## config.mk

```make
export PLATFORM = sky130hd
export DESIGN_NAME = sram_arbiter_flat
export DESIGN_NICKNAME = d
export VERILOG_FILES = /design/src/rtl/sram_arbiter_if.sv /design/src/rtl/sram_arbiter.sv /design/src/flat_wrapper.sv
export SDC_FILE = /design/constraint.sdc
export NUM_CORES = 1
export LEC_CHECK = 0
export CAP_MARGIN = 30
export CELL_PAD_IN_SITES_DETAIL_PLACEMENT = 0
export CELL_PAD_IN_SITES_GLOBAL_PLACEMENT = 1
export CORE_UTILIZATION = 35
export CTS_CLUSTER_DIAMETER = 80
export DETAILED_ROUTE_END_ITERATION = 8
export HOLD_SLACK_MARGIN = 0.02
export PLACE_DENSITY = 0.74
export SLEW_MARGIN = 20
export SYNTH_ARGS = -nofsm -noshare
export SYNTH_HDL_FRONTEND = slang
export SYNTH_SLANG_ARGS = --single-unit
```

## constraint.sdc

```tcl
create_clock -name clk -period 3.83 [get_ports clk]
set_clock_uncertainty 0.2 [all_clocks]
set_input_delay 0.766 -clock clk [delete_from_list [all_inputs] [get_ports clk]]
set_output_delay 0.766 -clock clk [all_outputs]
set_load 0.005 [all_outputs]
```

## src/rtl/sram_arbiter_if.sv

```systemverilog
// rtl/sram_arbiter_if.sv - CPU word port, video burst port and SRAM pad signals
interface sram_arbiter_if #(
  parameter int AW = 21
);
  logic          cpu_req;
  logic          cpu_we;
  logic [AW-1:0] cpu_addr;
  logic [15:0]   cpu_wdata;
  logic [1:0]    cpu_be;
  logic          cpu_ack;
  logic [15:0]   cpu_rdata;
  logic          vid_req;
  logic [AW-1:0] vid_addr;
  logic [7:0]    vid_data;
  logic          vid_valid;
  logic          vid_done;
  logic [AW-1:0] sram_a;
  logic [7:0]    sram_dout;
  logic          sram_oe;
  logic          sram_we_n;
  logic [7:0]    sram_din;

  modport slave (
    input  cpu_req, cpu_we, cpu_addr, cpu_wdata, cpu_be, vid_req, vid_addr, sram_din,
    output cpu_ack, cpu_rdata, vid_data, vid_valid, vid_done,
    output sram_a, sram_dout, sram_oe, sram_we_n
  );

  modport master (
    output cpu_req, cpu_we, cpu_addr, cpu_wdata, cpu_be, vid_req, vid_addr, sram_din,
    input  cpu_ack, cpu_rdata, vid_data, vid_valid, vid_done,
    input  sram_a, sram_dout, sram_oe, sram_we_n
  );
endinterface

```

## src/rtl/sram_arbiter.sv

```systemverilog
// rtl/sram_arbiter.sv - shares one 8-bit async SRAM between a CPU word port and video read bursts
module sram_arbiter #(
  parameter int AW        = 21,
  parameter int WAIT      = 1,
  parameter int VID_BURST = 8
) (
  input  logic          clk,
  input  logic          reset,
  sram_arbiter_if.slave bus
);
  localparam int P  = WAIT + 2;
  localparam int CW = $clog2(P);
  localparam int BW = (VID_BURST > 1) ? $clog2(VID_BURST) : 1;
  localparam logic [CW-1:0] CNT_LAST   = CW'(P - 1);
  localparam logic [CW-1:0] CNT_WAIT   = CW'(WAIT);
  localparam logic [BW-1:0] BURST_LAST = BW'(VID_BURST - 1);

  typedef enum logic [2:0] {IDLE, VID, CPU_LO, CPU_HI, CPU_ACK, VID_GAP} state_t;

  state_t        state_q, state_d;
  logic [CW-1:0] cnt_q, cnt_d;
  logic [BW-1:0] burst_q, burst_d;
  logic [AW-1:0] addr_q, addr_d;
  logic [15:0]   wdata_q, wdata_d;
  logic [1:0]    be_q, be_d;
  logic          we_q, we_d;
  logic [7:0]    lo_q, lo_d;
  logic          last_vid_q, last_vid_d;
  logic [7:0]    sram_dout_q, sram_dout_d;
  logic          sram_oe_q, sram_oe_d;
  logic          sram_we_n_q, sram_we_n_d;
  logic          cpu_ack_q, cpu_ack_d;
  logic [15:0]   cpu_rdata_q, cpu_rdata_d;
  logic [7:0]    vid_data_q, vid_data_d;
  logic          vid_valid_q, vid_valid_d;
  logic          vid_done_q, vid_done_d;

  logic phase_end;
  logic grant_cpu;

  assign phase_end = (cnt_q == CNT_LAST);
  // CPU wins a tie only right after a burst, which bounds its wait to one burst
  assign grant_cpu = bus.cpu_req && (last_vid_q || !bus.vid_req);

  always_comb begin
    state_d     = state_q;
    cnt_d       = cnt_q;
    burst_d     = burst_q;
    addr_d      = addr_q;
    wdata_d     = wdata_q;
    be_d        = be_q;
    we_d        = we_q;
    lo_d        = lo_q;
    last_vid_d  = last_vid_q;
    sram_dout_d = sram_dout_q;
    sram_oe_d   = sram_oe_q;
    cpu_rdata_d = cpu_rdata_q;
    vid_data_d  = vid_data_q;
    cpu_ack_d   = 1'b0;
    vid_valid_d = 1'b0;
    vid_done_d  = 1'b0;

    case (state_q)
      IDLE: begin
        if (grant_cpu) begin
          last_vid_d = 1'b0;
          we_d       = bus.cpu_we;
          be_d       = bus.cpu_we ? bus.cpu_be : 2'b11;
          wdata_d    = bus.cpu_wdata;
          cnt_d      = '0;
          if (be_d[0]) begin
            state_d     = CPU_LO;
            addr_d      = bus.cpu_addr;
            sram_dout_d = bus.cpu_wdata[7:0];
            sram_oe_d   = bus.cpu_we;
          end else if (be_d[1]) begin
            state_d     = CPU_HI;
            addr_d      = bus.cpu_addr + AW'(1);
            sram_dout_d = bus.cpu_wdata[15:8];
            sram_oe_d   = bus.cpu_we;
          end else begin
            state_d   = CPU_ACK;
            cpu_ack_d = 1'b1;
          end
        end else if (bus.vid_req) begin
          state_d   = VID;
          addr_d    = bus.vid_addr;
          cnt_d     = '0;
          burst_d   = '0;
          sram_oe_d = 1'b0;
          we_d      = 1'b0;
        end
      end
      VID: begin
        if (phase_end) begin
          vid_data_d  = bus.sram_din;
          vid_valid_d = 1'b1;
          if (burst_q == BURST_LAST) begin
            state_d    = VID_GAP;
            vid_done_d = 1'b1;
            last_vid_d = 1'b1;
          end else begin
            addr_d  = addr_q + AW'(1);
            burst_d = burst_q + BW'(1);
            cnt_d   = '0;
          end
        end else begin
          cnt_d = cnt_q + CW'(1);
        end
      end
      CPU_LO: begin
        if (phase_end) begin
          lo_d = bus.sram_din;
          if (be_q[1]) begin
            state_d     = CPU_HI;
            addr_d      = addr_q + AW'(1);
            sram_dout_d = wdata_q[15:8];
            cnt_d       = '0;
          end else begin
            state_d   = CPU_ACK;
            cpu_ack_d = 1'b1;
            sram_oe_d = 1'b0;
          end
        end else begin
          cnt_d = cnt_q + CW'(1);
        end
      end
      CPU_HI: begin
        if (phase_end) begin
          state_d   = CPU_ACK;
          cpu_ack_d = 1'b1;
          sram_oe_d = 1'b0;
          if (!we_q) cpu_rdata_d = {bus.sram_din, lo_q};
        end else begin
          cnt_d = cnt_q + CW'(1);
        end
      end
      CPU_ACK: state_d = IDLE;
      VID_GAP: state_d = IDLE;
      default: state_d = IDLE;
    endcase

    // strobe from the next phase position so the pin is a clean flop output
    sram_we_n_d = !(we_d && (state_d == CPU_LO || state_d == CPU_HI) &&
                    (cnt_d != '0) && (cnt_d <= CNT_WAIT));
  end

  always_ff @(posedge clk or posedge reset) begin
    if (reset) begin
      state_q     <= IDLE;
      cnt_q       <= '0;
      burst_q     <= '0;
      addr_q      <= '0;
      wdata_q     <= '0;
      be_q        <= '0;
      we_q        <= 1'b0;
      lo_q        <= '0;
      last_vid_q  <= 1'b0;
      sram_dout_q <= '0;
      sram_oe_q   <= 1'b0;
      sram_we_n_q <= 1'b1;
      cpu_ack_q   <= 1'b0;
      cpu_rdata_q <= '0;
      vid_data_q  <= '0;
      vid_valid_q <= 1'b0;
      vid_done_q  <= 1'b0;
    end else begin
      state_q     <= state_d;
      cnt_q       <= cnt_d;
      burst_q     <= burst_d;
      addr_q      <= addr_d;
      wdata_q     <= wdata_d;
      be_q        <= be_d;
      we_q        <= we_d;
      lo_q        <= lo_d;
      last_vid_q  <= last_vid_d;
      sram_dout_q <= sram_dout_d;
      sram_oe_q   <= sram_oe_d;
      sram_we_n_q <= sram_we_n_d;
      cpu_ack_q   <= cpu_ack_d;
      cpu_rdata_q <= cpu_rdata_d;
      vid_data_q  <= vid_data_d;
      vid_valid_q <= vid_valid_d;
      vid_done_q  <= vid_done_d;
    end
  end

  assign bus.sram_a    = addr_q;
  assign bus.sram_dout = sram_dout_q;
  assign bus.sram_oe   = sram_oe_q;
  assign bus.sram_we_n = sram_we_n_q;
  assign bus.cpu_ack   = cpu_ack_q;
  assign bus.cpu_rdata = cpu_rdata_q;
  assign bus.vid_data  = vid_data_q;
  assign bus.vid_valid = vid_valid_q;
  assign bus.vid_done  = vid_done_q;
endmodule
```

## src/flat_wrapper.sv

```systemverilog
// flat-port wrapper written by rule: the top's interface ports become plain ports
module sram_arbiter_flat 
#(
  parameter int AW        = 21,
  parameter int WAIT      = 1,
  parameter int VID_BURST = 8
)
  (clk, reset, bus_cpu_req, bus_cpu_we, bus_cpu_addr, bus_cpu_wdata, bus_cpu_be, bus_vid_req, bus_vid_addr, bus_sram_din, bus_cpu_ack, bus_cpu_rdata, bus_vid_data, bus_vid_valid, bus_vid_done, bus_sram_a, bus_sram_dout, bus_sram_oe, bus_sram_we_n);
  sram_arbiter_if #(.AW(AW)) bus_i ();
  input  logic clk;
  input  logic reset;
  input wire logic [$bits(bus_i.cpu_req)-1:0] bus_cpu_req;
  input wire logic [$bits(bus_i.cpu_we)-1:0] bus_cpu_we;
  input wire logic [$bits(bus_i.cpu_addr)-1:0] bus_cpu_addr;
  input wire logic [$bits(bus_i.cpu_wdata)-1:0] bus_cpu_wdata;
  input wire logic [$bits(bus_i.cpu_be)-1:0] bus_cpu_be;
  input wire logic [$bits(bus_i.vid_req)-1:0] bus_vid_req;
  input wire logic [$bits(bus_i.vid_addr)-1:0] bus_vid_addr;
  input wire logic [$bits(bus_i.sram_din)-1:0] bus_sram_din;
  output wire logic [$bits(bus_i.cpu_ack)-1:0] bus_cpu_ack;
  output wire logic [$bits(bus_i.cpu_rdata)-1:0] bus_cpu_rdata;
  output wire logic [$bits(bus_i.vid_data)-1:0] bus_vid_data;
  output wire logic [$bits(bus_i.vid_valid)-1:0] bus_vid_valid;
  output wire logic [$bits(bus_i.vid_done)-1:0] bus_vid_done;
  output wire logic [$bits(bus_i.sram_a)-1:0] bus_sram_a;
  output wire logic [$bits(bus_i.sram_dout)-1:0] bus_sram_dout;
  output wire logic [$bits(bus_i.sram_oe)-1:0] bus_sram_oe;
  output wire logic [$bits(bus_i.sram_we_n)-1:0] bus_sram_we_n;
  assign bus_i.cpu_req = bus_cpu_req;
  assign bus_i.cpu_we = bus_cpu_we;
  assign bus_i.cpu_addr = bus_cpu_addr;
  assign bus_i.cpu_wdata = bus_cpu_wdata;
  assign bus_i.cpu_be = bus_cpu_be;
  assign bus_i.vid_req = bus_vid_req;
  assign bus_i.vid_addr = bus_vid_addr;
  assign bus_i.sram_din = bus_sram_din;
  assign bus_cpu_ack = bus_i.cpu_ack;
  assign bus_cpu_rdata = bus_i.cpu_rdata;
  assign bus_vid_data = bus_i.vid_data;
  assign bus_vid_valid = bus_i.vid_valid;
  assign bus_vid_done = bus_i.vid_done;
  assign bus_sram_a = bus_i.sram_a;
  assign bus_sram_dout = bus_i.sram_dout;
  assign bus_sram_oe = bus_i.sram_oe;
  assign bus_sram_we_n = bus_i.sram_we_n;
  sram_arbiter #(.AW(AW), .WAIT(WAIT), .VID_BURST(VID_BURST)) u_core (.clk(clk), .reset(reset), .bus(bus_i));
endmodule
```

# Word level (Yosys, flattened, before mapping)
# Cells that the tools add are included.
dict set report totals {
  reg_bits 94
  wordCells 131
}
dict set report classes {
  n_addsub 4
  n_lt_le_gt_ge 1
  eq_ne 20
  muxes 65
  n_bitwise 1
  n_reduce_logical 23
}
# op count
set ops {}
lappend ops {{21-bit two-way mux} 8}
lappend ops {{21-bit case mux with 3 select lines} 1}
lappend ops {{21-bit by 1-bit adder with 21-bit output, second input constant} 2}
lappend ops {{8-bit two-way mux} 5}
lappend ops {{3-bit two-way mux} 13}
lappend ops {{1-bit two-way mux} 23}
lappend ops {{2-bit two-way mux} 8}
lappend ops {{8-bit case mux with 2 select lines} 1}
lappend ops {{3-bit by 2-bit equality test with 1-bit output, second input constant} 4}
lappend ops {{2-bit by 1-bit inequality test with 1-bit output, second input constant} 6}
lappend ops {{3-bit case mux with 4 select lines} 1}
lappend ops {{5-bit AND reduction} 2}
lappend ops {{2-bit inequality test, second input constant} 4}
lappend ops {{2-bit case mux with 4 select lines} 1}
lappend ops {{7-bit AND reduction} 1}
lappend ops {{1-bit case mux with 3 select lines} 2}
lappend ops {{3-bit case mux with 2 select lines} 1}
lappend ops {{2-bit AND reduction} 3}
lappend ops {{6-bit AND reduction} 1}
lappend ops {{2-bit nonzero test} 3}
lappend ops {{3-bit nonzero test} 2}
lappend ops {{1-bit logical AND} 4}
lappend ops {{4-bit inequality test, second input constant} 1}
lappend ops {{4-bit AND reduction} 1}
lappend ops {{other kinds (14)} 16}

# Depth between registers and ports, before layout
# Gate-level depths: netlist of the first run.
dict set report logic_depth {
  ltp_word 11
  ltp_mapped 10
}

# Worst setup path before layout of the first run
# Ideal clock, no wire load.
dict set report synth_path {
  path_kind {input to register}
  from {input port bus_cpu_addr[0]}
  to {register u_core.addr_q[20] (netlist: u_core.bus.sram_a[20])}
  setup_time_ps 126
  arrival_ps 1920
  t_required_ps 3504
  setup_slack_ps 1584
  cell_stages 8
  cell_sequence {ha_1 -> and4b_1 -> buf_4 -> and4bb_4 -> nand4_1 -> xnor2_1 -> o221ai_1 -> a21oi_1}
}
dict set report synth_between {
  elab_chain_len 5
}
# element line
set synth_rtl {}
lappend synth_rtl {{from (decl)} flat_wrapper.sv:14} ;# input wire logic [$bits(bus_i.cpu_addr)-1:0] bus_cpu_addr;
lappend synth_rtl {{21-bit by 1-bit adder with 21-bit output} sram_arbiter.sv:78} ;# addr_d = bus.cpu_addr + AW'(1);
lappend synth_rtl {{21-bit two-way mux} sram_arbiter.sv:76} ;# end else if (be_d[1]) begin
lappend synth_rtl {{21-bit two-way mux} sram_arbiter.sv:71} ;# if (be_d[0]) begin
lappend synth_rtl {{21-bit two-way mux} sram_arbiter.sv:65} ;# if (grant_cpu) begin
lappend synth_rtl {{21-bit case mux with 3 select lines} sram_arbiter.sv:63} ;# case (state_q)
lappend synth_rtl {{to (signal assigned)} sram_arbiter.sv:171} ;# addr_q <= addr_d;
lappend synth_rtl {{to (decl)} sram_arbiter.sv:23} ;# logic [AW-1:0] addr_q, addr_d;
# No other way between the ends. The select of a mux whose other input is x is not followed.
# A chain may end at the register's enable or synchronous reset.

# Worst setup path after layout of the first run
dict set report layout_path {
  from {input port bus_cpu_req}
  to {register u_core.addr_q[4] (netlist: u_core.bus.sram_a[4])}
}
dict set report layout_between {
  elab_chain_len 3
}
# element line
set layout_rtl {}
lappend layout_rtl {{from (decl)} flat_wrapper.sv:12} ;# input wire logic [$bits(bus_i.cpu_req)-1:0] bus_cpu_req;
lappend layout_rtl {{1-bit logical AND *} sram_arbiter.sv:43} ;# assign grant_cpu = bus.cpu_req && (last_vid_q || !bus.vid_req);
lappend layout_rtl {{4-bit inequality test (no line) (tied with other cells)} -}
lappend layout_rtl {{7-bit AND reduction (no line) or 21-bit case mux with 3 select lines (tied branches)} -}
# Every way passes the cells marked *; elsewhere a longest branch is shown, timed or not.

==> results.txt, run 1 <==
Worst hold path class -> flop to flop
CP Capture Type -> flop
Static Leak -> 2.68 nW
Reg-to-Reg Start -> u_core.cnt_q[0]$_DFF_PP0_
Sink Count -> 85
Fin util -> 49.4%
Grt ovf -> 0
Async set or reset register ratio after synthesis -> 100%
DIE AREA -> 14200 sq um
Cell Area, Synth -> 4800 sq um
Max VDD drop -> 0.411 mV
Maxcap violations -> 0
Post-synth EDFFs -> 0
R2R Setup Slk -> 0.90 ns
Flop and latch count out of synthesis -> 85
# H-tree levels -> 3
Sw Share -> 38.1%
Die Span Y -> 119 um
CP Cell Sequence -> clkdlybuf4s50_1 -> nor2_1 -> a21oi_1 -> and3_1 -> o21ai_0 -> a22o_1
PwrDens -> 735 nW/um^2
Fill cell count -> 1234
First-pass GRT wire length -> 22.9 mm
Worst Tran Pin Value -> 0.923 ns
Unrepaired setup endpoints after global routing -> no
Post-Synthesis Cells -> 505
# IOs -> 131
Pint -> 2.99 mW
DR pass1 iterations -> 5
Routed wire per std cell -> 17.4 um
Vias per cell -> 5.39
WS Path Type -> primary input to flop
Ant. Diodes -> 0
Post-synth net total -> 585
Crit path buffers/inverters -> 1
Combinational share of power -> 45.7%
Synth cell types -> 60
Worst-path maximum fanout -> 24
Layout Nets -> 708
Number of port buffers -> 130
FF-to-FF path depth -> 7
Worst skew pair latency -> 0.35 ns
DIE WIDTH -> 119 um
Multi-input gate area -> 2470 sq um
Gpl congestion -> 0.928
Min cycle time layout -> 2.97 ns
Slew margin rel. -> 38.4%
Critical Path AT -> 3.01 ns
Cell Area, Placed -> 6250 sq um
Largest net degree at the start of global routing -> 83
Hold Path Depth -> 2
Flop pwr share -> 35.0%
Main flop type after synthesis -> dfrtp_1
Total number of vias -> 4363
Tcrit/Tclk final -> 77.6%
Share of cells above drive strength 1 -> 12.3%
Gr usage total -> 20.6%
Num CTS Buffers -> 9
TNS Setup -> 0 ns
CP top delay family -> simple AND/OR/NAND/NOR gates
F_max -> 336 MHz
Hold endpoint -> u_core.bus.sram_dout[5]$_DFFE_PP0P_
Rows -> 42
Seq/Total Area, Yosys -> 44.4%
Hold Crit Start -> u_core.bus.sram_dout[5]$_DFFE_PP0P_
Deepest clock path buffer count -> 2
Switching power -> 1.84 mW
Hold-fix buffers at CTS -> 0
Iter 0 DRT Violations -> 342
Clock transition at the registers of the reported paths -> 0.06 ns
Fin. max-slew vios -> 0
Register Area -> 2130 sq um
Setup Buffers After CTS -> 0
Initial antenna violation count -> 0
Max stage delay cell, worst path -> and3_1
Routed Antenna Nets -> 0
Vias in the first global route -> 4473
CTS tree -> yes
Post-detail-place hpwl -> 10.2 mm
Status -> completed
Worst Setup SP -> bus_cpu_req
Nature of the critical path startpoint -> primary input
Mean post-synth cell area -> 9.50 sq um
# DRC -> 0
CTS resizes -> 0
Tot Pwr -> 4.82 mW
Core Area -> 13300 sq um
Post-route cell area -> 6570 sq um
Clock power frac -> 19.3%
# setup viols final -> 0
Worst EP required -> 3.86 ns
Initial Utilization -> 36.1%
Root cell of the clock tree -> clkbuf_16
Routed wire length -> 14.1 mm
Yosys warns -> 0
Worst r2r dst -> u_core.bus.sram_a[4]$_DFFE_PP0P_
Area grow syn2layout -> 36.9%
Hold Fails Final Rpt -> 0
Slowest Stage Delay on Critical Path -> 0.82 ns
==> power groups by stage <==
| stage | logic [mW] | clock network, mW | registers [mW] |
|---|---|---|---|
| global route | 2.43 | 0.993 | 1.75 |
| finish | 2.20 | 0.933 | 1.69 |
| detailed placement | 2.21 | 0 | 1.70 |
| floorplan | 1.32 | 0 | 1.59 |
| CTS | 2.22 | 0.961 | 1.69 |
| global placement | 2.18 | 0 | 1.68 |
==> worst register-to-register path: cells and delay by family, from the launching register on <==
kind	cells	cell delay, ns
buffers and inverters	1	0.10
AOI/OAI and AO/OA	3	0.66
and+or+nand+nor	2	1.08
DFF	1	0.38
adders and majority gates	1	0.40
==> flip-flops by register name, summed over array words and instances, names as in the netlist <==
name / flops
u_core.be_q: 1
u_core.burst_q: 3
u_core.bus.cpu_ack: 1
u_core.bus.cpu_rdata: 16
u_core.bus.sram_a: 21
u_core.bus.sram_dout: 8
u_core.bus.sram_oe: 1
u_core.bus.sram_we_n: 1
u_core.bus.vid_data: 8
u_core.bus.vid_done: 1
u_core.bus.vid_valid: 1
u_core.cnt_q: 2
u_core.last_vid_q: 1
u_core.lo_q: 8
u_core.state_q: 3
u_core.wdata_q: 8
u_core.we_q: 1
==> metal layers <==
layer  track usage (%)  share of wire (%)  wire, um  vias up
met5                 0                  0         0        -
met4              6.41                1.6       227        0
met3              5.27                7.6      1070       17
met2              34.6                 48      6710      182
met1              25.9                 43      6100     2090
li1                  -                  -         -     2074
==> worst max-delay path by stage <==
stage,to,cells after the start
floorplan,u_core.be_q[1]$_DFFE_PP0P_,1
global route,u_core.bus.sram_a[4]$_DFFE_PP0P_,7
finish,u_core.bus.sram_a[4]$_DFFE_PP0P_,6
CTS,u_core.bus.sram_a[4]$_DFFE_PP0P_,6
global placement,u_core.bus.sram_a[4]$_DFFE_PP0P_,6
detailed placement,u_core.bus.sram_a[4]$_DFFE_PP0P_,6
==> layout make-up <==
cell class              count  share of cell area, %
clock buffers              10                   3.64
multi-input cells         380                   37.6
well taps                 176                   3.35
flip-flops and latches     85                   32.4
repair buffers            139                   21.0
clock inverters             6                   1.18
inverters                  13                  0.762
==> through the flow <==
stage | std cells | setup slack (ns) | hold WS [ns]
after floorplan | 505 | 0.672 | 0.238
after detailed placement | 793 | 0.534 | 0.277
after global routing | 809 | 0.591 | 0.306
after CTS | 809 | 0.871 | 0.291
after global placement | 793 | 0.581 | 0.271
final | 809 | 0.857 | 0.285
==> cells in the mapped netlist (3+ instances only) <==
master,instances,area [sq um]
a21boi_0,3,22.5
a21oi_1,50,250
a31oi_1,4,25.0
and3_1,12,75.1
and4_1,5,43.8
buf_2,11,55.1
buf_4,6,45.0
clkbuf_1,7,26.3
dfrtp_1,84,2100
ha_1,7,87.6
inv_1,13,48.8
mux2_2,40,450
nand2_1,70,263
nand2b_1,4,25.0
nand3_1,21,105
nand4_1,14,87.6
nor2_1,32,120
nor3_1,5,25.0
nor4_1,3,18.8
o21ai_0,35,175
o221ai_1,3,26.3
o22ai_1,3,18.8
o2bb2ai_1,3,26.3
o31ai_1,3,22.5
o32ai_1,4,35.0
xnor2_1,10,87.6
xor2_1,10,87.6
==> cells by family after synthesis <==
family | share of synthesized area, %
and+or+nand+nor | 20.5
adders and majority gates | 1.83
muxes | 9.39
DFF | 44.4
xor gates and xnor gates | 3.65
AOI/OAI and AO/OA | 16.1
buffers and inverters | 4.20
==> layout by cell type, fill, tap and decap left out, types with 12 or more instances in the layout <==
master           netlist  final
and3_1                12     12
o21ai_0               35     35
a21oi_1               50     50
mux2_2                40     40
nor2_1                32     31
nand2_1               70     70
inv_1                 13     12
nand3_1               21     21
nand4_1               14     14
dfrtp_1               84     84
clkdlybuf4s50_1        0    130
Power figures use the tool's default switching activity.
==> run 2: changes to the inputs <==
==> constraint.sdc (replaced) <==
create_clock -name clk -period 2.9 [get_ports clk]
set_clock_uncertainty 0.2 [all_clocks]
set_input_delay 0.58 -clock clk [delete_from_list [all_inputs] [get_ports clk]]
set_output_delay 0.58 -clock clk [all_outputs]
set_load 0.005 [all_outputs]
==> run 2 against run 1 <==
Global-route usage decreased by 0.13 points; first-iteration DRC count grew 17%; sequential cell count is the same; critical path type is now flop to flop; largest cell class unchanged.
==> results.txt, run 2 (synthesis gave the netlist of run 1 again) <==
Status -> completed
Final non-filler cell total -> 828
Vias per cell -> 5.37
Largest net degree at the start of global routing -> 34
R2R Setup Slk -> 0.48 ns
Commonest non-fill, non-tap cells in the layout -> 130 x clkdlybuf4s50_1, 84 x dfrtp_1, 70 x nand2_1
Hold Fails Final Rpt -> 0
Ant. Diodes -> 0
Hold-fix buffers at CTS -> 0
CTS tree -> yes
Max stage delay cell, worst path -> dfrtp_1
Post-detail-place hpwl -> 10.8 mm
FF-to-FF path depth -> 8
Layout Nets -> 727
# H-tree levels -> 3
Fill cell count -> 1228
Post-route cell area -> 6740 sq um
Initial antenna violation count -> 0
Core Area -> 13300 sq um
Critical Path AT -> 2.43 ns
# setup viols final -> 0
Clock transition at the registers of the reported paths -> 0.07 ns
Worst EP required -> 2.91 ns
Vias in the first global route -> 4380
Tot Pwr -> 6.49 mW
Iter 0 DRT Violations -> 399
Grt ovf -> 0
Worst Setup SP -> u_core.cnt_q[0]$_DFF_PP0_
# DRC -> 0
Cell repeated most along the worst path -> o2bb2ai_1
CP endpoint -> u_core.bus.sram_a[10]$_DFFE_PP0P_
Instance count on the critical path -> 8
Crit path buffers/inverters -> 2
Area grow syn2layout -> 40.5%
Number of flip-flops in the largest register -> 21
WS Path Type -> flop to flop
Worst-path maximum fanout -> 20
Num CTS Buffers -> 9
Cell Area, Placed -> 6440 sq um
Unrepaired setup endpoints after global routing -> no
DIE AREA -> 14200 sq um
Routed wire per std cell -> 17.2 um
Gpl congestion -> 0.864
CP Cell Sequence -> inv_1 -> ha_1 -> and2b_1 -> o2bb2ai_1 -> nand3_1 -> buf_12 -> a311oi_1 -> o2bb2ai_1
Min cycle time layout -> 2.42 ns
Initial Utilization -> 36.1%
Worst r2r dst -> u_core.bus.sram_a[10]$_DFFE_PP0P_
Setup slack after layout -> 0.484 ns
Maxcap violations -> 0
Rows -> 42
Worst Tran Pin Value -> 0.778 ns
Commonest non-fill, non-tap cell in the layout -> clkdlybuf4s50_1
Die Span Y -> 119 um
Reg-to-Reg Start -> u_core.cnt_q[0]$_DFF_PP0_
Total number of vias -> 4446
Max VDD drop -> 0.514 mV
Static Leak -> 2.79 nW
Gr usage total -> 20.5%
Sink Count -> 85
Worst slack, placed -> 0.140 ns
Worst hold path class -> flop to flop
Number of port buffers -> 130
# IOs -> 131
Share of cells above drive strength 1 -> 14.7%
DIE WIDTH -> 119 um
First-pass GRT wire length -> 22.8 mm
Fin. max-slew vios -> 0
Tcrit/Tclk final -> 83.3%
CTS resizes -> 0
CP top delay family -> compound AO/OA/AOI/OAI gates
DR pass1 iterations -> 5
Setup Buffers After CTS -> 0
Post-Place Cells -> 812
Routed wire length -> 14.2 mm
CP Capture Type -> flop
Slew margin rel. -> 48.0%
Nature of the critical path startpoint -> flop
F_max -> 414 MHz
Slowest Stage Delay on Critical Path -> 0.39 ns
Worst skew pair latency -> 0.34 ns
Root cell of the clock tree -> clkbuf_16
Routed Antenna Nets -> 0
TNS Setup -> 0 ns
PwrDens -> 963 nW/um^2
Deepest clock path buffer count -> 2
-- run 2: cell count changes in the layout (fill, tap and decap cells not counted) --
cell,before,now
inv_6,1,2
nor2_1,31,32
buf_4,8,23
inv_8,2,0
clkbuf_8,1,0
clkinv_2,1,3
nor2_2,1,0
buf_12,1,5
-- run 2: metal layers --
metal  share of wire (%)  track usage, %
met5                   0               0
met3                 7.3            5.46
met4                 1.1            5.85
met1                  44            26.5
met2                  47            33.6
-- run 2: area by class of cell --
cell class | count | area, sq um | area share [%]
timing repair buffer | 158 | 1570 | 23.4
multi-input combinational | 380 | 2470 | 36.6
clock buffer | 9 | 225 | 3.34
inverter | 13 | 52.6 | 0.780
clock inverter | 7 | 71.3 | 1.06
tap | 176 | 220 | 3.27
sequential | 85 | 2130 | 31.6
-- run 2: where the power goes --
group | internal [mW] | total (mW) | leakage (nW) | switching (mW)
clock network | 0.670 | 1.15 | 0.150 | 0.484
logic | 1.65 | 3.16 | 1.60 | 1.51
registers | 1.73 | 2.17 | 1.04 | 0.437
-- run 2: per-stage QoR --
step | util, % | hold WS [ns]
finish | 50.7 | 0.275
global placement | 48.4 | 0.270
global route | 50.7 | 0.310
CTS | 50.7 | 0.283
detailed placement | 48.4 | 0.269
floorplan | - | 0.238
-- run 2: how the worst min path moves through the flow --
stage,cells after the start,start,endpoint
finish,2,u_core.bus.sram_dout[4]$_DFFE_PP0P_,u_core.bus.sram_dout[4]$_DFFE_PP0P_
global route,2,u_core.bus.sram_dout[4]$_DFFE_PP0P_,u_core.bus.sram_dout[4]$_DFFE_PP0P_
CTS,2,u_core.bus.sram_dout[4]$_DFFE_PP0P_,u_core.bus.sram_dout[4]$_DFFE_PP0P_
detailed placement,2,u_core.bus.sram_dout[4]$_DFFE_PP0P_,u_core.bus.sram_dout[4]$_DFFE_PP0P_
global placement,2,u_core.last_vid_q$_DFFE_PP0P_,u_core.last_vid_q$_DFFE_PP0P_
floorplan,2,u_core.last_vid_q$_DFFE_PP0P_,u_core.last_vid_q$_DFFE_PP0P_
-- run 2: tightest hold or removal path: stages, from the launching register on --
cell and delay (ns):
dfrtp_1 0.34, nand2_1 0.05, o21ai_0 0.06
==> run 3: changes to the inputs <==
--- a/config.mk
+++ b/config.mk
@@ -8,11 +8,11 @@
 export CAP_MARGIN = 30
 export CELL_PAD_IN_SITES_DETAIL_PLACEMENT = 0
 export CELL_PAD_IN_SITES_GLOBAL_PLACEMENT = 1
-export CORE_UTILIZATION = 35
+export CORE_UTILIZATION = 33
 export CTS_CLUSTER_DIAMETER = 80
 export DETAILED_ROUTE_END_ITERATION = 8
 export HOLD_SLACK_MARGIN = 0.02
-export PLACE_DENSITY = 0.74
+export PLACE_DENSITY = 0.73
 export SLEW_MARGIN = 20
 export SYNTH_ARGS = -nofsm -noshare
 export SYNTH_HDL_FRONTEND = slang
==> constraint.sdc (replaced) <==
create_clock -name clk -period 2.1 [get_ports clk]
set_clock_uncertainty 0.2 [all_clocks]
set_input_delay 0.42 -clock clk [delete_from_list [all_inputs] [get_ports clk]]
set_output_delay 0.42 -clock clk [all_outputs]
set_load 0.005 [all_outputs]
==> run 3 against run 2 <==
Core utilization rose by 2.9 points; sequential power increased by 38%; worst hold slack better by 0.00090 ns; final cell count grew 8.2%; clock-buffer cell count unchanged; cell area grew 12%; sequential share of layout area decreased by 3.3 points; global-route usage increased by 0.74 points; critical path type is now primary input to flop; combinational power rose by 73%.
==> results.txt, run 3 (synthesis gave the netlist of run 1 again) <==
# H-tree levels -> 3
Fin. max-slew vios -> 0
Worst hold slack -> 0.276 ns
Ant. Diodes -> 0
Deepest clock path buffer count -> 2
Routed wire length -> 15.6 mm
Sink Count -> 85
Iter 0 DRT Violations -> 356
Gpl congestion -> 0.952
# IOs -> 131
Post-route cell area -> 7520 sq um
Worst EP required -> 2.13 ns
Vias in the first global route -> 4761
Multi-input gate area -> 2620 sq um
Worst skew pair latency -> 0.35 ns
DR pass1 iterations -> 4
Root cell of the clock tree -> clkbuf_16
Clock transition at the registers of the reported paths -> 0.07 ns
Initial antenna violation count -> 0
Commonest non-fill, non-tap cell in the layout -> clkdlybuf4s50_1
Grt ovf -> 0
Fill cell count -> 1297
Commonest non-fill, non-tap cells in the layout -> 125 x clkdlybuf4s50_1, 82 x dfrtp_1, 77 x buf_4
Max stage delay cell, worst path -> clkdlybuf4s50_1
CP Cell Sequence -> clkdlybuf4s50_1 -> nand2b_1 -> nand2_1 -> nor2_1 -> o21ai_0 -> a32o_1
DIE WIDTH -> 123 um
Unrepaired setup endpoints after global routing -> yes
Max VDD drop -> 0.743 mV
Post-detail-place hpwl -> 11.4 mm
Area grow syn2layout -> 56.8%
Hold Fails Final Rpt -> 0
Critical Path AT -> 2.11 ns
Worst Tran Pin Value -> 0.446 ns
Number of flip-flops in the largest register -> 21
Number of port buffers -> 130
Layout Nets -> 791
Rows -> 43
Routed Antenna Nets -> 0
Setup slack after layout -> 0.0224 ns
Worst hold path class -> flop to flop
Worst-path maximum fanout -> 4
Final non-filler cell total -> 896
DIE AREA -> 15000 sq um
# setup viols final -> 0
WS Path Type -> primary input to flop
First-pass GRT wire length -> 24.4 mm
Initial Utilization -> 34.2%
PwrDens -> 1350 nW/um^2
Gr usage total -> 21.3%
F_max -> 481 MHz
Die Span Y -> 123 um
Static Leak -> 3.19 nW
Vias per cell -> 5.33
Worst slack, placed -> -0.463 ns
Total number of vias -> 4779
Largest net degree at the start of global routing -> 56
TNS Setup -> 0 ns
CTS tree -> yes
Cell Area, Placed -> 6900 sq um
Maxcap violations -> 0
Core Area -> 14000 sq um
Register Area -> 2130 sq um
# DRC -> 0
Share of cells above drive strength 1 -> 26.4%
Slew margin rel. -> 70.3%
Tcrit/Tclk final -> 98.9%
Post-Place Cells -> 870
Routed wire per std cell -> 17.5 um
Status -> completed
CP Capture Type -> flop
Min cycle time layout -> 2.08 ns
Nature of the critical path startpoint -> primary input
Slowest Stage Delay on Critical Path -> 0.46 ns
Num CTS Buffers -> 9
==> run 3: changes by cell type in the layout (fill, tap and decap cells not counted), sizes merged <==
cell,previous run,this run
buf,28,90
bufbuf,0,1
clkdlybuf4s50,130,125
inv,14,15
clkbuf,9,10
dlymetal6s2s,0,3
dlygate4sd2,0,2
clkinvlp,1,2
clkinv,4,2
==> run 3: what timing repair did <==
action | CTS | global route
gates cloned | 2 | 1
setup endpoints to repair | 15 | 40
hold buffers | 0 | 0
setup buffers | 4 | 4
pin swaps | 7 | 12
resized for setup | 19 | 31
==> run 3: through the flow <==
stage          power (mW)  util [%]
2_1_floorplan        5.31         -
5_1_grt              10.8      53.6
3_3_place_gp         7.75      49.2
4_1_cts              10.0      52.5
3_5_place_dp         7.87      49.2
6_report             10.1      53.6
==> run 3: layer usage <==
layer	track usage, %	up-vias	part of all wire (%)
met4	5.87	0	1.7
met5	0	-	0
met2	35.1	183	48
met1	26.3	2329	42
li1	-	2244	-
met3	7.16	23	8.4
==> run 3: layout make-up <==
class,instances,area share [%]
Sequential cell,85,28.3
Tap cell,180,3.00
Timing Repair Buffer,222,29.1
Clock buffer,9,3.00
Clock inverter,7,1.06
Multi-Input combinational cell,380,34.9
Inverter,13,0.699
==> run 3: path summary, 6_finish.rpt <==
check                                               endpoint  slack, ns  depth (start not counted)                     startpoint
min in group asynchronous  u_core.bus.sram_a[17]$_DFFE_PP0P_       0.29                          3                          reset
max                        u_core.bus.sram_a[13]$_DFFE_PP0P_       0.02                          6                    bus_vid_req
max reg2reg                u_core.bus.sram_a[13]$_DFFE_PP0P_       0.03                          8  u_core.burst_q[1]$_DFFE_PP0P_
max in group asynchronous     u_core.wdata_q[14]$_DFFE_PP0P_       1.00                          3                          reset
min reg2reg                    u_core.last_vid_q$_DFFE_PP0P_       0.28                          2  u_core.last_vid_q$_DFFE_PP0P_
min                            u_core.last_vid_q$_DFFE_PP0P_       0.28                          2  u_core.last_vid_q$_DFFE_PP0P_
==> run 3: power breakdown <==
group / total (mW) / internal [mW] / switching, mW
Sequential: 2.99 / 2.40 / 0.596
Clock: 1.66 / 0.939 / 0.724
Combinational: 5.47 / 3.01 / 2.46
==> run 3: worst max-delay path: cells and delay by family <==
kind	cells	cell delay, ns
compound gates	2	0.49
buf+inv	1	0.46
simple gates	3	0.74
